### src/rtl/md5_round3_unstep.sv
// Iterative inverse of MD5 round 3: walks the chaining state back from step 47
// to the round-3 entry state (before step 32), one step per clock.
module md5_round3_unstep (
   input  logic         clk,
   input  logic         rst_n,
   input  logic         start,
   input  logic [31:0]  a_in,
   input  logic [31:0]  b_in,
   input  logic [31:0]  c_in,
   input  logic [31:0]  d_in,
   input  logic [511:0] msg_blk,
   output logic         busy,
   output logic         done,
   output logic [31:0]  a_out,
   output logic [31:0]  b_out,
   output logic [31:0]  c_out,
   output logic [31:0]  d_out
);

   localparam int unsigned W  = 32;
   localparam int unsigned MW = 512;
   localparam int unsigned CW = 4;
   localparam int unsigned SW = 5;

   typedef enum logic [1:0] {
      ST_IDLE = 2'd0,
      ST_RUN  = 2'd1,
      ST_DONE = 2'd2
   } state_t;

   state_t        st;
   logic [W-1:0]  a_r, b_r, c_r, d_r;
   logic [MW-1:0] msg_r;
   logic [CW-1:0] cnt;

   logic [CW-1:0] k_c;
   logic [SW-1:0] s_c;
   logic [W-1:0]  t_c;
   logic [W-1:0]  x_c;
   logic [W-1:0]  diff_c;
   logic [W-1:0]  rot_c;
   logic [W-1:0]  na_c;

   // One inverse step for the step index held in cnt
   always_comb begin
      k_c    = CW'(32'd5 + 32'd3 * 32'(cnt));
      s_c    = SW'(4);
      t_c    = '0;
      case (cnt[1:0])
         2'd0:    s_c = SW'(4);
         2'd1:    s_c = SW'(11);
         2'd2:    s_c = SW'(16);
         default: s_c = SW'(23);
      endcase
      case (cnt)
         4'd0:    t_c = 32'hfffa3942;
         4'd1:    t_c = 32'h8771f681;
         4'd2:    t_c = 32'h6d9d6122;
         4'd3:    t_c = 32'hfde5380c;
         4'd4:    t_c = 32'ha4beea44;
         4'd5:    t_c = 32'h4bdecfa9;
         4'd6:    t_c = 32'hf6bb4b60;
         4'd7:    t_c = 32'hbebfbc70;
         4'd8:    t_c = 32'h289b7ec6;
         4'd9:    t_c = 32'heaa127fa;
         4'd10:   t_c = 32'hd4ef3085;
         4'd11:   t_c = 32'h04881d05;
         4'd12:   t_c = 32'hd9d4d039;
         4'd13:   t_c = 32'he6db99e5;
         4'd14:   t_c = 32'h1fa27cf8;
         default: t_c = 32'hc4ac5665;
      endcase
      x_c    = msg_r[{k_c, 5'd0} +: W];
      // Recovered b is the registered c; rotate-right via doubled word
      diff_c = b_r - c_r;
      rot_c  = W'({diff_c, diff_c} >> s_c);
      na_c   = rot_c - (c_r ^ d_r ^ a_r) - x_c - t_c;
   end

   // Control FSM, working state and registered outputs
   always_ff @(posedge clk or negedge rst_n) begin
      if (!rst_n) begin
         st    <= ST_IDLE;
         busy  <= 1'b0;
         done  <= 1'b0;
         cnt   <= CW'(15);
         a_r   <= '0;
         b_r   <= '0;
         c_r   <= '0;
         d_r   <= '0;
         msg_r <= '0;
         a_out <= '0;
         b_out <= '0;
         c_out <= '0;
         d_out <= '0;
      end else begin
         case (st)
            ST_IDLE, ST_DONE: begin
               done <= 1'b0;
               if (start) begin
                  a_r   <= a_in;
                  b_r   <= b_in;
                  c_r   <= c_in;
                  d_r   <= d_in;
                  msg_r <= msg_blk;
                  cnt   <= CW'(15);
                  busy  <= 1'b1;
                  st    <= ST_RUN;
               end else begin
                  st    <= ST_IDLE;
               end
            end
            ST_RUN: begin
               a_r <= na_c;
               b_r <= c_r;
               c_r <= d_r;
               d_r <= a_r;
               cnt <= CW'(cnt - 4'd1);
               if (cnt == '0) begin
                  a_out <= na_c;
                  b_out <= c_r;
                  c_out <= d_r;
                  d_out <= a_r;
                  busy  <= 1'b0;
                  done  <= 1'b1;
                  st    <= ST_DONE;
               end
            end
            default: begin
               busy <= 1'b0;
               done <= 1'b0;
               st   <= ST_IDLE;
            end
         endcase
      end
   end

endmodule

### config.mk
export PLATFORM = sky130hd
export DESIGN_NAME = md5_round3_unstep
export DESIGN_NICKNAME = d
export VERILOG_FILES = /design/src/rtl/md5_round3_unstep.sv
export SDC_FILE = /design/constraint.sdc
export NUM_CORES = 2
export LEC_CHECK = 0
export CAP_MARGIN = 10
export CORE_MARGIN = 2
export CORE_UTILIZATION = 25
export CTS_CLUSTER_SIZE = 30
export DETAILED_ROUTE_END_ITERATION = 7
export SLEW_MARGIN = 5
export SYNTH_ARGS = -nofsm -noshare
export SYNTH_HDL_FRONTEND = slang
export SYNTH_SLANG_ARGS = --single-unit
export TNS_END_PERCENT = 20
### constraint.sdc
create_clock -name clk -period 8.7 [get_ports clk]
set_input_delay 1.74 -clock clk [delete_from_list [all_inputs] [get_ports clk]]
set_output_delay 1.74 -clock clk [all_outputs]
set_load 0.01 [all_outputs]
==> summary.md <==
| Metric | Value |
|---|---|
| Reg-to-Reg Start | `c_r[0]$_DFFE_PN0P_` |
| Worst Path Max Fanout | `6` |
| Compound-gate portion of the synthesized area | `8.53%` |
| R2R Path End | `a_r[30]$_DFFE_PN0P_` |
| Synth cell types | `75` |
| Post-CTS Resized | `0` |
| Most frequent cells in the layout | `nand2_1, dfrtp_1, clkdlybuf4s50_1, mux4_2, o21ai_0` |
| FMAX | `roughly 0.13 GHz` |
| Hold buffers post-CTS | `0` |
| Post-Route Skew | `0.0437 ns` |
| Most Frequent Cell on Critical Path | `fa_1` |
| Starting Density | `~25%` |
| Adder-Cell Fraction of Synth Area | `between 5 and 6%` |
| Cell count after synthesis | `4,456` |
| Worst-Skew Late Latency | `~0.7 ns` |
| Dominant cells by area after synthesis | `dfrtp_1, nand2_1, mux4_2` |
| CTS H-tree depth | `3` |
| Initial antenna violation count | `60` |
| Flop-to-flop setup slack | `approximately 1.2 ns` |
| Largest family of logic cells by synthesized area | `simple AND/OR/NAND/NOR gates` |
| Row count | `147` |
| Worst slew margin | `32.3%` |
| Post-synth ARST share | `100%` |
| GRT met2 Usage | `36.8%` |
| WHS | `approximately 0.47 ns` |
| Post-Synth Simple-Gate Area | `21.7%` |
| Register area | `19,400 um^2` |
| Clk slew on worst S/H paths | `~0.05 ns` |
| Antenna viol nets, final | `0` |
| Post-Synth XOR/XNOR Area | `2.88%` |
| Pin count of the biggest net entering global routing | `approximately 190` |
| Max-cap violations | `0` |
| Hold Vio Cnt, Final | `0` |
| Clk root buf | `clkbuf_16` |
| Avg Vias per Cell | `4.75` |
| CP endpoint kind | `register` |
| Die W | `just over 400 um` |
| Post-synthesis average cell area | `between 9 and 10 um^2` |
| Total core area | `161,000 um^2` |
| Share of the synthesized area in the top cell type | `47.5%` |
| Final worst-path cycle share | `86.3%` |
| GR Layer Usage met3 | `5.15%` |
| Data required, critical path | `9.25 ns` |
| Vias | `between 30,000 and 40,000` |
| Final core occ | `33.4%` |
| Max Slew Vio Count | `0` |
| GRT met1 Usage | `26.9%` |
| TritonRoute pass-1 iters | `5` |
| WL final | `183,000 um` |
| Setup TNS | `0 ns` |
| Port bufs | `~770` |
| Grt total ovfl | `0` |
| Layout cells sized above 1 | `approximately 8%` |
| Synth Warn # | `0` |
| First-pass GRT wire length | `260,000 um` |
| Postcts setup bufs | `0` |
| Flops & latches, synth | `775` |
| Final HPWL DP | `144,000 um` |
| CP arrival | `8.06 ns` |
| CP max stage delay | `0.53 ns` |
| Post-synthesis mux area share | `10.3%` |
| Vias in the first global route | `35,600` |
| Commonest non-fill, non-tap cell in the layout | `nand2_1` |
| I/O pin count | `just under 800` |
| Iteration-0 DRC count of the detailed router | `3,183` |
| Overall die height | `just over 400 um` |
| Post-synthesis net count | `5,235` |
| HP Class | `register to register` |
| CP Class | `register to register` |
| Synth area leader | `dfrtp_1` |
| Total track usage | `21.7%` |
| Placer congestion estimate | `0.969` |
| Setup-failing EPs final | `0` |
| Fillers | `16,700` |
| Mapped Area | `~40,000 um^2` |
| Die ar. | `166,000 um^2` |
| Synth-to-layout area growth | `32.2%` |
| Primary FF master, synth | `dfrtp_1` |
| Area of the multi-input gates | `between 15,000 and 20,000 um^2` |
| Drt wl/cell | `between 20 and 25 um` |
| Register area share after synthesis | `47.7%` |
| Status | `finished clean` |
| Post-synth EDFFs | `0` |
| Worst setup path start | `c_r[0]$_DFFE_PN0P_` |
| Max clock buf depth | `3` |
| RSZ-0062 raised after global routing | `false` |
| TritonCTS clock tree | `yes` |
| Post-layout minimum cycle time | `7.51 ns` |
| Total CTS buffers | `93` |
| Fin nets | `5,878` |
| Measured slew at the worst slew-check pin | `~1.0 ns` |
| Clock sink total | `775` |
| R2r worst-path depth | `28` |
| Startpoint types | `register` |
| # DRC | `0` |
| Crit path max-delay cell type | `mux4_2` |
| Gr busiest metal | `met2` |
| Worst setup path endpoint | `a_r[30]$_DFFE_PN0P_` |
[worst min-delay path by stage]
| stage | startpoint | end | slack [ns] | depth (start not counted) |
|---|---|---|---|---|
| global route | msg_r[390]$_DFFE_PN0P_ | msg_r[390]$_DFFE_PN0P_ | 0.49 | 2 |
| finish | msg_r[23]$_DFFE_PN0P_ | msg_r[23]$_DFFE_PN0P_ | 0.47 | 2 |
| CTS | msg_r[402]$_DFFE_PN0P_ | msg_r[402]$_DFFE_PN0P_ | 0.47 | 2 |
| floorplan | msg_r[126]$_DFFE_PN0P_ | msg_r[126]$_DFFE_PN0P_ | 0.44 | 2 |
| global placement | msg_r[244]$_DFFE_PN0P_ | msg_r[244]$_DFFE_PN0P_ | 0.45 | 2 |
| detailed placement | msg_r[453]$_DFFE_PN0P_ | msg_r[453]$_DFFE_PN0P_ | 0.46 | 2 |
[metal layers]
metal | up-vias | wire length, um
met1 | 17300 | 73000
met3 | 269 | 13700
li1 | 15900 | -
met5 | - | 287
met2 | 1365 | 88900
met4 | 48 | 6600
[logic make-up after synthesis]
family | Yosys count
AOI/OAI and AO/OA | 539
xor gates and xnor gates | 132
adders and majority gates | 136
buffers and inverters | 375
DFF | 775
muxes | 206
and+or+nand+nor | 2293
[per-stage QoR]
step           cells  area (um^2)  worst slack [ns]
5_1_grt         7342        53700             0.615
4_1_cts         7333        53700              1.22
3_5_place_dp    7164        50600              1.25
3_3_place_gp    7164        50600              1.17
2_1_floorplan   4456        40600             0.843
6_report        7348        53700              1.19
[Yosys cell counts, drive strengths merged, types with 11 or more instances]
cell type,number
o211ai,16
mux2,11
a211oi,13
o21ai,159
mux2i,28
nand3,14
mux4,167
clkbuf,231
nand2,2096
a22oi,100
dfrtp,771
inv,103
xnor2,87
a31oi,28
xor2,45
a21oi,108
fa,64
and3,23
nor2,102
ha,72
a21o,35
buf,40
[worst max-delay path: cells and delay by family (launching register included)]
family / cells / cell delay (ns)
flops: 1 / 0.45
buf+inv: 2 / 0.16
mux: 1 / 0.53
compound gates: 17 / 3.87
simple gates: 1 / 0.19
xor+xnor: 2 / 0.36
fa+ha+maj: 5 / 1.79
[cell type report]
type	count	share of cell area [%]
sequential	775	36.1
timing repair buffer	819	15.3
antenna	15	0.0699
tap	2160	5.03
clock buffer	135	5.08
clock inverter	34	0.668
inverter	104	0.727
multi-input combinational	3306	37.0
[state kept, by name (all words and copies together), names as in the netlist, 4 cells and up]
name,flops
b_r,32
a_out,32
cnt,4
c_r,32
c_out,32
b_out,32
d_r,32
msg_r,512
a_r,32
d_out,32
Power is not shown: default switching activity piles up to over one toggle a cycle in this logic, so the estimate is an artifact.
